### src/rtl/truth_table_scanner.sv
// truth_table_scanner: sweeps a registered 4-input datapath through minterms 0..15,
// captures its truth table and counts minterms that differ from a golden table.
module truth_table_scanner #(
    parameter int LAT = 1
) (
    input  logic        clk,
    input  logic        clear_n,
    input  logic        start,
    input  logic [15:0] expected,
    input  logic        f_out,
    output logic [3:0]  abcd,
    output logic        busy,
    output logic        done,
    output logic [15:0] truth_table,
    output logic [4:0]  err_count,
    output logic        mismatch
);
    typedef enum logic [1:0] {IDLE, SWEEP, DRAIN, DONE} state_e;

    state_e       state_q, state_d;
    logic [3:0]   abcd_q, abcd_d;
    logic         busy_q, busy_d;
    logic         done_q, done_d;
    logic [15:0]  table_q, table_d;
    logic [15:0]  exp_q, exp_d;
    logic [4:0]   err_q, err_d;
    logic [LAT:0] dv_q, dv_d;
    logic [3:0]   di_q [LAT+1];
    logic [3:0]   di_d [LAT+1];

    logic         push_v;
    logic [3:0]   push_i;
    logic         cap_v;
    logic [3:0]   cap_i;

    // Oldest delay-line slot: the minterm whose registered result is on f_out now.
    assign cap_v = dv_q[LAT];
    assign cap_i = di_q[LAT];

    always_comb begin
        // NOTE: every _d gets its default first, so no branch can leave one unassigned and infer a latch.
        state_d = state_q;
        abcd_d  = abcd_q;
        busy_d  = busy_q;
        done_d  = 1'b0;
        table_d = table_q;
        exp_d   = exp_q;
        err_d   = err_q;
        push_v  = 1'b0;
        push_i  = 4'd0;

        if (cap_v) begin
            table_d[cap_i] = f_out;
            if (f_out != exp_q[cap_i]) err_d = err_q + 5'd1;
        end

        unique case (state_q)
            IDLE, DONE: begin
                if (start) begin
                    exp_d   = expected;
                    table_d = '0;
                    err_d   = '0;
                    abcd_d  = 4'd0;
                    busy_d  = 1'b1;
                    push_v  = 1'b1;
                    push_i  = 4'd0;
                    state_d = SWEEP;
                end else begin
                    state_d = IDLE;
                end
            end
            SWEEP: begin
                if (abcd_q == 4'd15) begin
                    state_d = DRAIN;
                end else begin
                    abcd_d = abcd_q + 4'd1;
                    push_v = 1'b1;
                    push_i = abcd_q + 4'd1;
                end
            end
            DRAIN: begin
                if (cap_v && cap_i == 4'd15) begin
                    busy_d  = 1'b0;
                    done_d  = 1'b1;
                    state_d = DONE;
                end
            end
            default: state_d = IDLE;
        endcase

        dv_d    = {dv_q[LAT-1:0], push_v};
        di_d[0] = push_i;
        for (int k = 1; k <= LAT; k++) di_d[k] = di_q[k-1];
    end

    always_ff @(posedge clk or negedge clear_n) begin
        if (!clear_n) begin
            state_q <= IDLE;
            abcd_q  <= '0;
            busy_q  <= 1'b0;
            done_q  <= 1'b0;
            table_q <= '0;
            exp_q   <= '0;
            err_q   <= '0;
            dv_q    <= '0;
            // NOTE: indices mean nothing without their valid bit, but they are cleared too so reset leaves no X behind.
            for (int k = 0; k <= LAT; k++) di_q[k] <= '0;
        end else begin
            // NOTE: non-blocking updates so every flop samples the pre-edge values.
            state_q <= state_d;
            abcd_q  <= abcd_d;
            busy_q  <= busy_d;
            done_q  <= done_d;
            table_q <= table_d;
            exp_q   <= exp_d;
            err_q   <= err_d;
            dv_q    <= dv_d;
            for (int k = 0; k <= LAT; k++) di_q[k] <= di_d[k];
        end
    end

    assign abcd        = abcd_q;
    assign busy        = busy_q;
    assign done        = done_q;
    assign truth_table = table_q;
    assign err_count   = err_q;
    assign mismatch    = (err_q != 5'd0);

endmodule

### config.mk
export PLATFORM = sky130hd
export DESIGN_NAME = truth_table_scanner
export DESIGN_NICKNAME = d
export VERILOG_FILES = /design/src/rtl/truth_table_scanner.sv
export SDC_FILE = /design/constraint.sdc
export NUM_CORES = 1
export LEC_CHECK = 0
export CAP_MARGIN = 20
export CORE_ASPECT_RATIO = 1.25
export CORE_MARGIN = 2
export CORE_UTILIZATION = 28
export CTS_CLUSTER_DIAMETER = 60
export DETAILED_ROUTE_END_ITERATION = 7
export PLACE_DENSITY_LB_ADDON = 0.15
export SYNTH_ARGS = -nofsm -noshare
export SYNTH_HDL_FRONTEND = slang
export SYNTH_SLANG_ARGS = --single-unit
### constraint.sdc
create_clock -name clk -period 2.16 [get_ports clk]
set_clock_uncertainty 0.2 [all_clocks]
set_input_delay 0.216 -clock clk [delete_from_list [all_inputs] [get_ports clk]]
set_output_delay 0.216 -clock clk [all_outputs]
set_load 0.02 [all_outputs]
==> parameters.txt <==
Parameter                              Value

Run status
  Result of the run    finished with violations
  Violated checks    negative setup slack

Placement
  Post-Place Setup Slack    -0.223 ns
  Dpl cells    446
  Global placer's final weighted congestion    0.757
  I/O Buffers    47
  Half-perimeter wire length after placement    4210 um

GRT
  Via count of the first global-routing pass    1945
  Total global routing track utilization    0.117
  GRT overflow    0
  Largest net degree at the start of global routing    37
  First-pass GRT wire length    9490 um
  Antenna violations before repair    0

Setup path
  Crit path capture type    register
  Slowest cell on the critical path    sky130_fd_sc_hd__mux4_2
  Maximum fanout count along the critical path    9
  Startpoint type of the worst setup path    register
  Largest stage delay on the critical path    0.50 ns
  CP cell instances    mux2_2, mux4_2, mux2i_2, a2111o_1, o21ai_1
  Required time of the worst setup path    2.18 ns
  Critical Path AT    2.31 ns
  Class of the most critical setup path    reg -> reg

Clock network
  Clock Path Buffers    2
  # clock sinks    55
  Clock edge transition at the registers on the reported setup and hold paths    0.07 ns
  CTS buffer count    5
  H-tree depth    2
  Clock tree root driver cell    sky130_fd_sc_hd__clkbuf_16
  TritonCTS clock tree    done
  Clock insertion delay at the later pin of the skew report    0.29 ns

Die
  Core region area    9080 um^2
  Area enclosed by the die boundary    10000 um^2
  Die Y    112 um
  Placement Rows    39
  Starting density of the core    0.285
  Die boundary width    90 um
  Top-level I/O count    48

Timing
  Actual transition at the worst max-transition pin    0.486 ns
  Max-slew headroom at the worst pin    0.676
  Final count of pins violating max slew    0
  Tcrit/Tclk final    1.06
  Achievable Freq    437 MHz
  Unrepaired setup endpoints after global routing    yes
  Final number of hold-violating endpoints    0
  Final setup viols    5
  Least setup slack across all paths after layout    -0.128 ns
  Post-layout min period    2.29 ns
  Setup total negative slack    -0.415 ns

Synth
  Dominant combinational cell family by area after synthesis    simple AND/OR/NAND/NOR gates
  Proportion of synthesized area in mux cells    0.113
  Post-synthesis register bit count    55
  Yosys Warn Count    0
  Sequential element share of the synthesized area    0.532
  Share of the synthesized area in compound gates (AO/OA/AOI/OAI)    0.0933
  Cell variety after synth    32
  Post-synthesis adder-cell area fraction    0.0242
  Xor-xnor portion of the synthesized cell area    0.00338
  Synthesized area divided by synthesized cell count    9.59 um^2
  Cell area after synthesis    2590 um^2
  Mapped Cells    270
  Basic-gate share of the synthesized area counting and, or, nand and nor cells    0.205
  Net count of the mapped netlist    295

Detailed routing
  Routed via count    1998
  Via density    4.39
  Remaining antenna violation count    0
  Iteration-0 DRC Markers    97
  Routed wire length    5740 um
  Avg WL per Cell    12.6 um
  Number of optimization iterations in the first detailed-route pass    4
  DRC    0

Pwr
  Design Power    3.70 mW
  Leak Pwr    1.56 nW
  Maximum vdd drop    0.383 mV
  PD cells    1070 nW/um^2

Layout
  P&R area growth vs syn    33.2%
  Net count, final    356
  Final non-filler cell total    455
  Top library cells by usage in the layout, fill and taps aside    71 x sky130_fd_sc_hd__nand2_1, 54 x sky130_fd_sc_hd__dfrtp_1, 45 x sky130_fd_sc_hd__clkdlybuf4s50_1, 21 x sky130_fd_sc_hd__nor2_1, 19 x sky130_fd_sc_hd__a21oi_1
  Ant diodes    0
  Most common cell after layout, fill and taps aside    sky130_fd_sc_hd__nand2_1
  Share of final-layout standard cells stronger than drive strength 1    0.117

Flow run
  MaxCap Viol Count    0

Min path
  Worst hold path type    reg -> reg
-- metal layers --
| layer | share of wire | track usage | routed length, um | vias to the layer above |
|---|---|---|---|---|
| li1 | - | - | - | 1027 |
| met1 | 0.47 | 0.152 | 2700 | 930 |
| met2 | 0.49 | 0.196 | 2800 | 34 |
| met3 | 0.028 | 0.0203 | 158 | 7 |
| met4 | 0.015 | 0.0431 | 88 | 0 |
| met5 | 0 | 0 | 0 | - |
-- Yosys cell counts --
cell type                  count  area share
sky130_fd_sc_hd__nand2_1      71        0.10
sky130_fd_sc_hd__dfrtp_1      55        0.53
sky130_fd_sc_hd__nor2_1       21       0.030
sky130_fd_sc_hd__a21oi_1      19       0.037
sky130_fd_sc_hd__o21ai_0      17       0.033
sky130_fd_sc_hd__mux2i_1       8       0.031
sky130_fd_sc_hd__nand3_1       8       0.015
sky130_fd_sc_hd__clkbuf_1      7       0.010
sky130_fd_sc_hd__inv_1         7       0.010
sky130_fd_sc_hd__mux2_1        6       0.026
sky130_fd_sc_hd__and2_1        5       0.012
sky130_fd_sc_hd__ha_1          5       0.024
sky130_fd_sc_hd__mux2_2        5       0.022
sky130_fd_sc_hd__nor3_1        5      0.0097
sky130_fd_sc_hd__nand2b_1      4      0.0097
sky130_fd_sc_hd__nand3b_1      3      0.0087
sky130_fd_sc_hd__a2111o_1      2      0.0087
sky130_fd_sc_hd__a31oi_1       2      0.0048
sky130_fd_sc_hd__and3_1        2      0.0048
sky130_fd_sc_hd__buf_1         2      0.0029
sky130_fd_sc_hd__mux2i_2       2       0.011
sky130_fd_sc_hd__mux4_2        2       0.017
sky130_fd_sc_hd__nor2b_1       2      0.0048
sky130_fd_sc_hd__o21ai_1       2      0.0039
sky130_fd_sc_hd__buf_2         1      0.0019
sky130_fd_sc_hd__buf_6         1      0.0043
sky130_fd_sc_hd__mux2_4        1      0.0058
sky130_fd_sc_hd__nor3b_1       1      0.0029
sky130_fd_sc_hd__o21ai_2       1      0.0034
sky130_fd_sc_hd__o31ai_1       1      0.0029
sky130_fd_sc_hd__or4b_2        1      0.0039
sky130_fd_sc_hd__xnor2_1       1      0.0034
-- power breakdown --
part | switching [mW] | internal, mW | total, mW
sequential | 0.180 | 1.29 | 1.47
combinational | 0.774 | 0.676 | 1.45
clock | 0.357 | 0.430 | 0.786
-- timing repair --
action / in CTS / in global routing
buffers inserted: 0 / 0
setup endpoints to repair: 6 / 5
hold buffers: 1 / 0
hold endpoints to repair: 19 / 0
gates resized for setup: 5 / 0
-- kinds of logic (layout without fill, tap and decap cells) --
| group | Yosys count | count (layout) |
|---|---|---|
| xor+xnor | 1 | 1 |
| mux | 24 | 24 |
| buf+inv | 18 | 80 |
| compound gates | 44 | 44 |
| simple gates | 123 | 123 |
| fa+ha+maj | 5 | 5 |
| flops | 55 | 55 |
-- sequential cells by signal, indices dropped and copies added, names as in the netlist --
name         flops
cap_i            4
dv_q             2
done             1
state_q          2
di_d             4
abcd             4
err_count        5
busy             1
exp_q           16
truth_table     16
-- area by class of cell --
type / count / area [um^2]
repair buffers: 65 / 611
multi-input cells: 197 / 1140
fillers: 970 / 5630
flip-flops and latches: 55 / 1380
inverters: 7 / 26.3
clock inverters: 1 / 5.00
clock buffers: 7 / 133
well taps: 123 / 154
-- stage by stage --
stage	instance area [um^2]	hold WS, ns	util
2_1_floorplan	2590	-0.280	-
3_3_place_gp	3300	0.0153	0.364
3_5_place_dp	3300	0.0159	0.364
4_1_cts	3450	0.150	0.380
5_1_grt	3450	0.156	0.380
6_report	3450	0.150	0.380
-- worst max-delay path: cells and delay by family, from the launching register on --
kind | cells | cell delay, ns
AO/OA/AOI/OAI | 2 | 0.50
flip-flops | 1 | 0.46
multiplexers | 3 | 1.06
-- path summary, 6_finish.rpt --
check	end	slack (ns)	depth (start not counted)	startpoint
min in group asynchronous	exp_q[2]	0.22	2	clear_n
hold / removal	cap_i[3]	0.15	0	di_d[3]
hold reg to reg	cap_i[3]	0.15	0	di_d[3]
setup / recovery	err_count[3]	-0.13	5	cap_i[0]
setup reg to reg	err_count[3]	-0.13	5	cap_i[0]
max in group asynchronous	cap_i[0]	0.98	3	clear_n
(Power assumes the default switching activity.)
